[src/rtl/fifo_pkg.sv]
// Shared async-FIFO definitions: pointer width, Gray decode, synchronizer depth limits.
package fifo_pkg;

  localparam int unsigned SYNC_STAGES_MIN = 2;
  localparam int unsigned SYNC_STAGES_MAX = 4;
  localparam int unsigned GRAY_MAX_W      = 32;

  // Pointers carry one extra wrap bit above the address.
  function automatic int unsigned ptr_w(input int unsigned addr_w);
    return addr_w + 1;
  endfunction

  // Zero-extended inputs decode correctly: the leading zeros keep the XOR chain at zero.
  function automatic logic [GRAY_MAX_W-1:0] gray2bin(input logic [GRAY_MAX_W-1:0] g);
    logic [GRAY_MAX_W-1:0] b;
    b[GRAY_MAX_W-1] = g[GRAY_MAX_W-1];
    for (int i = GRAY_MAX_W - 2; i >= 0; i--) begin
      b[i] = b[i+1] ^ g[i];
    end
    return b;
  endfunction

endpackage

[src/rtl/fifo_gray_sync.sv]
// Multi-flop shift-chain synchronizer for Gray-coded pointers crossing clock domains.
module fifo_gray_sync #(
  parameter int unsigned Width  = 5,
  parameter int unsigned Stages = 2
) (
  input  logic             clk,
  input  logic             rst_n,
  input  logic [Width-1:0] din,
  output logic [Width-1:0] dout
);

  logic [Width-1:0] sync_q [Stages];

  always_ff @(posedge clk or negedge rst_n) begin
    if (!rst_n) begin
      for (int k = 0; k < Stages; k++) begin
        sync_q[k] <= '0;
      end
    end else begin
      sync_q[0] <= din;
      for (int k = 1; k < Stages; k++) begin
        sync_q[k] <= sync_q[k-1];
      end
    end
  end

  assign dout = sync_q[Stages-1];

endmodule

[src/rtl/fifo_rd_wptr_sync.sv]
// Read-domain write-pointer sync, occupancy and status. Define RD_UNDERFLOW_DET_EN to add
// the sticky underflow detector (runderflow / runderflow_clr).
module fifo_rd_wptr_sync
  import fifo_pkg::*;
#(
  parameter int unsigned number_of_bit_address = 4,
  parameter int unsigned SYNC_STAGES           = 2,
  parameter int unsigned AE_THRESH             = 2
) (
  input  logic                           rclk,
  input  logic                           rrst_n,
  input  logic [number_of_bit_address:0] wptr_gray,
  input  logic [number_of_bit_address:0] rptr,
  input  logic                           rinc,
  input  logic                           rempty,
  output logic [number_of_bit_address:0] rq2_wptr,
  output logic [number_of_bit_address:0] rlevel,
  output logic                           rdata_avail,
  output logic                           ralmost_empty
`ifdef RD_UNDERFLOW_DET_EN
  ,
  input  logic                           runderflow_clr,
  output logic                           runderflow
`endif
);

  localparam int unsigned PtrW = ptr_w(number_of_bit_address);
  // Out-of-range depths are clamped rather than producing a broken chain.
  localparam int unsigned SyncStages =
      (SYNC_STAGES < SYNC_STAGES_MIN) ? SYNC_STAGES_MIN :
      (SYNC_STAGES > SYNC_STAGES_MAX) ? SYNC_STAGES_MAX : SYNC_STAGES;
  localparam logic [PtrW-1:0] AeThresh = PtrW'(AE_THRESH);

  logic [PtrW-1:0] wbin;
  logic [PtrW-1:0] level_nxt;

  fifo_gray_sync #(
    .Width  (PtrW),
    .Stages (SyncStages)
  ) u_wptr_sync (
    .clk   (rclk),
    .rst_n (rrst_n),
    .din   (wptr_gray),
    .dout  (rq2_wptr)
  );

  assign wbin      = PtrW'(gray2bin(GRAY_MAX_W'(rq2_wptr)));
  // Modular subtraction absorbs pointer wrap; full reads as exactly 2^addr.
  assign level_nxt = wbin - rptr;

  always_ff @(posedge rclk or negedge rrst_n) begin
    if (!rrst_n) begin
      rlevel        <= '0;
      rdata_avail   <= 1'b0;
      ralmost_empty <= 1'b1;
    end else begin
      rlevel        <= level_nxt;
      rdata_avail   <= (level_nxt != '0);
      ralmost_empty <= (level_nxt <= AeThresh);
    end
  end

`ifdef RD_UNDERFLOW_DET_EN
  // A fresh underflow takes priority over a clear in the same cycle.
  always_ff @(posedge rclk or negedge rrst_n) begin
    if (!rrst_n) begin
      runderflow <= 1'b0;
    end else if (rinc && rempty) begin
      runderflow <= 1'b1;
    end else if (runderflow_clr) begin
      runderflow <= 1'b0;
    end
  end
`else
  logic unused_rd;
  assign unused_rd = rinc ^ rempty;
`endif

endmodule
[config.mk]
export PLATFORM = sky130hd
export DESIGN_NAME = fifo_rd_wptr_sync
export DESIGN_NICKNAME = d
export VERILOG_FILES = /design/src/rtl/fifo_pkg.sv /design/src/rtl/fifo_gray_sync.sv /design/src/rtl/fifo_rd_wptr_sync.sv
export SDC_FILE = /design/constraint.sdc
export NUM_CORES = 1
export LEC_CHECK = 0
export ABC_CLOCK_PERIOD_IN_PS = 3000
export CAP_MARGIN = 15
export CORE_ASPECT_RATIO = 0.9
export CORE_MARGIN = 1
export CORE_UTILIZATION = 38
export DETAILED_ROUTE_END_ITERATION = 10
export GPL_ROUTABILITY_DRIVEN = 0
export GPL_TIMING_DRIVEN = 0
export PLACE_DENSITY = 0.84
export SLEW_MARGIN = 20
export SYNTH_ARGS = -nofsm -noshare
export SYNTH_HDL_FRONTEND = slang
export SYNTH_SLANG_ARGS = --single-unit
[constraint.sdc]
create_clock -name rclk -period 3 [get_ports rclk]
set_input_delay 0.45 -clock rclk [delete_from_list [all_inputs] [get_ports rclk]]
set_output_delay 0.45 -clock rclk [all_outputs]
set_load 0.02 [all_outputs]
After elaboration in Yosys (flattened, before gate mapping)
Index checks and enable logic that the tools add are counted.

operators by class
  add/sub/neg operators = 1
  magnitude comparators = 1
  bitwise operators = 4
  reductions and logical operators = 1

operators by type and width
  operator                                              count
  <= comparator 5 x 2 -> 1 bit (second input constant)  1
  nonzero test 5 bit                                    1
  subtractor 5 bit                                      1
  bitwise XOR 1 bit                                     4

word-level totals
  bits in registers = 17

Longest topological paths before layout
  depth in word-level cells = 6
  gate-level depth with buffers = 11
  mapped depth without buffers = 11

Cells and area by module
A second synthesis with hierarchy kept.

unflattened totals
  cell total of the unflattened synthesis = 47
  area total of the unflattened synthesis = 698.2 µm²

modules (own cells, without submodules)
  module             times used  cells each  area each (µm²)  sequential area each (µm²)
  fifo_rd_wptr_sync  1           32          410.4            176.4
  fifo_gray_sync     1           15          287.8            250.2

Worst setup path after synthesis
No wires, ideal clock.

  path kind = register to register
  start point = register u_wptr_sync.sync_q (netlist bit u_wptr_sync.dout[4])
  end point = register rdata_avail
  setup time = 0.139 ns
  arrival = 2.677 ns
  setup slack = 0.184 ns
  cell stages (with the launch flop) = 12
  path buffers = 0
  period minus slack after synthesis = 2.816 ns
  path through = dfrtp_1 -> xor2_2 -> xor2_2 -> xor2_2 -> xnor2_1 -> ha_1 -> inv_1 -> fa_1 -> a21o_1 -> a21oi_2 -> xnor2_1 -> or4_1

between the ends
  longest elaborated chain between the ends = 6

ends and longest elaborated chain
  item                             line                     text
  start, declared                  fifo_gray_sync.sv:12     logic [Width-1:0] sync_q [Stages];
  start signal, assigned by index  fifo_gray_sync.sv:22     sync_q[k] <= sync_q[k-1];
  bitwise XOR 1 bit (4 in series)  fifo_pkg.sv:18           b[i] = b[i+1] ^ g[i];
  subtractor 5 bit (*)             fifo_rd_wptr_sync.sv:49  assign level_nxt = wbin - rptr;
  via level_nxt[4]                 fifo_rd_wptr_sync.sv:35  logic [PtrW-1:0] level_nxt;
  nonzero test 5 bit (*)           fifo_rd_wptr_sync.sv:58  rdata_avail <= (level_nxt != '0);
  end signal, assigned             fifo_rd_wptr_sync.sv:58
  end, declared                    fifo_rd_wptr_sync.sv:18  output logic rdata_avail,

The timed path passes the listed nets; every way through them passes the cells marked *.

Worst setup path in the final report
  start point = register u_wptr_sync.sync_q (netlist bit u_wptr_sync.dout[3])
  end point = register rdata_avail

between the ends
  longest elaborated chain between the ends = 6

ends and longest elaborated chain
  item                             line
  bitwise XOR 1 bit (*)            fifo_pkg.sv:18
  bitwise XOR 1 bit (3 in series)  fifo_pkg.sv:18
  subtractor 5 bit (*)             fifo_rd_wptr_sync.sv:49
  via level_nxt[4]                 fifo_rd_wptr_sync.sv:35
  nonzero test 5 bit (*)           fifo_rd_wptr_sync.sv:58

Marked as above.

==> impl_metrics.py <==
metrics = {
    "route": {
        "avgRoutedWirePerCell_um": 10.3,
        "drt-total-wl_um": 1050,
        "drt-initial-drc-count": 0,
        "drc": 0,
        "vias": 436,
        "viasPerCell": 4.27,
        "first_pass_iters": 1,
        "ant_nets": 0,
    },
    "floorplan": {
        "core_region_area_mm2": 0.00170,
        "die_x_um": 47.2,
        "design.die.area_mm2": 0.00201,
        "die_h_um": 42.7,
        "rows": 14,
        "initial_core_util": 0.411,
        "io_pins": 26,
    },
    "yosys": {
        "synth_warnings": 0,
        "yosysTopAreaCellShare": 0.573,
        "ys.flop_type": "dfrtp_1",
        "synth_seq_cells": 17,
        "synthAdderAreaFrac": 0.100,
        "synthXorXnorAreaFrac": 0.133,
        "synth_most_common_cell": "dfrtp_1",
        "synthDistinctLibCells": 15,
        "netlist_top_cells_count": "16 x dfrtp_1, 5 x buf_4, 5 x inv_1, 4 x ha_1, 4 x xnor2_1",
        "yosysSeqAreaShare": 0.611,
        "muxShareOfSynthArea": 0,
        "async_flop_share": 1.00,
        "synth_compound_area_frac": 0.0556,
        "syn_inst": 47,
        "synth_top_family_by_area": "XOR/XNOR gates",
        "syn_area_per_cell_um2": 14.9,
        "mappedNetlistArea_um2": 698,
        "synth-simple-area-share": 0.0197,
        "synth_fp_nets": 66,
        "yosys-top-cells-area": "dfrtp_1 57%, ha_1 7.2%, xor2_2 7.0%",
        "yosys.area.top_type": "dfrtp_1",
        "synth_edf_count": 0,
    },
    "pwr": {
        "power_frac_seq": 0.448,
        "power.leakage_nw": 0.457,
        "cellPowerDensity_mw_per_mm2": 619,
        "power_mw": 0.631,
        "swShare": 0.302,
        "p_int_mw": 0.441,
        "p_comb_frac": 0.377,
        "p_switching_mw": 0.190,
        "p_clk_frac": 0.175,
        "ir_worst_vdd_v": 0.000548,
    },
    "critical_path": {
        "reg2reg_slack_ps": 170,
        "cp.required_ps": 3150,
        "slowest_stage": "or4_1",
        "max_stage_delay_ps": 510,
        "cp_common_cell": "xor2_2",
        "ff2ff_path_depth": 11,
        "arrival_ps": 2980,
        "critPathMaxFanout": 3,
        "reg2reg_to": "rdata_avail",
        "worst-setup-path-type": "register to register",
        "rr_startpoint": "u_wptr_sync.dout[3]",
        "cp-start-kind": "register",
        "crit_chain": "xor2_2 -> xor2_2 -> xor2_2 -> xnor2_1 -> ha_1 -> inv_1 -> fa_2 -> a21o_1 -> a21oi_2 -> xnor2_1 -> or4_1",
        "end_kind": "register",
    },
    "timing": {
        "fmax_ghz": 0.354,
        "finalSetupViolations": 0,
        "finClkSkew_ps": 4.51,
        "fin_ws_ps": 175,
        "tightest_slew_ps": 698,
        "min_period_ps": 2830,
        "max_slew_margin": 0.533,
        "hold_viol": 0,
        "finalSetupTns_ps": 0,
        "rsz0062_at_grt": "no",
        "slew_viol_final": 0,
        "whs_ps": 354,
        "finalCritPeriodShare": 0.942,
    },
    "clock_tree": {
        "cts-buffers-inserted": 3,
        "root_buffer": "clkbuf_4",
        "cts_buffer_depth": 2,
        "htree_num_levels": 1,
        "cts_sinks": 17,
        "cts_tree": "built",
        "clock_latency_ps": 270,
        "clk_pin_slew_ps": 90,
    },
    "grt": {
        "grt_pass1_vias": 396,
        "grt_use_total": 0.127,
        "grt.overflow.total": 0,
        "grt_start_max_net_pins": 18,
        "antenna_found_initial": 0,
        "grt_pass1_wl_um": 1750,
    },
    "placement": {
        "place_area_um2": 958,
        "dp_hpwl_um": 837,
        "portBuffers": 23,
        "dp_slack_ps": 9.15,
    },
    "flow_run": {
        "drv_cap": 0,
    },
    "outcome": {
        "status": "finished clean",
    },
    "cells_and_area": {
        "post_route_cells_drive_above_1_share": 0.244,
        "antenna-diode-count": 0,
        "fin_area_mm2": 0.00102,
        "area_growth_pct": 45.9,
        "nets": 98,
        "nFillCells": 143,
    },
    "min_path": {
        "hp-class": "register to register",
        "hold_path_end": "u_wptr_sync.dout[4]",
        "hp-start": "u_wptr_sync.sync_q[9]",
        "worstHoldPathCells": 0,
    },
}
[kinds of logic after synthesis]
group	Yosys count
DFF	17
buffers and inverters	10
xor gates and xnor gates	8
AOI/OAI and AO/OA	5
adders and majority gates	5
and+or+nand+nor	2
[flip-flops by register name (all words and copies together), names as in the netlist]
name / count
u_wptr_sync.dout: 5
u_wptr_sync.sync_q: 5
rdata_avail: 1
ralmost_empty: 1
rlevel: 5
[how the worst max path moves through the flow]
stage                   startpoint     endpoint  cells past startpoint
6_report       u_wptr_sync.dout[3]  rdata_avail                     11
5_1_grt        u_wptr_sync.dout[3]  rdata_avail                     11
4_1_cts        u_wptr_sync.dout[4]  rdata_avail                     11
3_5_place_dp   u_wptr_sync.dout[4]  rdata_avail                     11
3_3_place_gp   u_wptr_sync.dout[4]  rdata_avail                     11
2_1_floorplan  u_wptr_sync.dout[4]  rdata_avail                     11
[cells in the final DEF (no fill, tap or decap), types with 2 or more instances in the layout]
cell type        instances
xnor2_1                  4
a21o_1                   2
clkbuf_4                 3
xor2_2                   3
ha_1                     4
inv_1                    5
clkdlybuf4s50_1         23
dfrtp_1                 16
buf_4                    9
[worst max-delay path, delay by kind of cell (launching register included)]
family                     cells  cell delay (ps)
AOI/OAI and AO/OA              2              320
xor gates and xnor gates       5              890
DFF                            1              420
buffers and inverters          1               60
and+or+nand+nor                1              510
adders and majority gates      2              490
[final cells by class]
type                            count  area, um^2  area share
Clock buffer                        3        22.5      0.0221
Timing Repair Buffer               27         260       0.256
Buffer                              5        37.5      0.0369
Tap cell                           24        30.0      0.0295
Multi-Input combinational cell     20         218       0.214
Inverter                            5        18.8      0.0184
Clock inverter                      1        5.00     0.00491
Sequential cell                    17         427       0.419
[power by group through the flow]
stage / registers (mW) / logic, mW / clock network (mW)
final: 0.282 / 0.238 / 0.110
after global routing: 0.285 / 0.258 / 0.126
after CTS: 0.283 / 0.232 / 0.116
after detailed placement: 0.287 / 0.225 / 0
after global placement: 0.285 / 0.221 / 0
after floorplan: 0.325 / 0.0820 / 0
[per-layer routing]
layer  vias to the layer above  wire length, um  GRT usage
met4                         0                9     0.0514
met2                        13              559      0.194
met3                         2               55     0.0170
met1                       214              429      0.180
li1                        207                -          -
met5                         -                0          0
[metrics by stage]
step,utilization,instances
2_1_floorplan,-,47
3_3_place_gp,0.564,94
3_5_place_dp,0.564,94
4_1_cts,0.585,99
5_1_grt,0.599,102
6_report,0.599,102
[timing repair]
item	CTS	global route
setup buffers	1	3
gates cloned	0	0
setup endpoints to repair	1	2
hold buffers	0	0
resized for setup	0	1
pin swaps	1	3
Power figures use the tool's default switching activity.
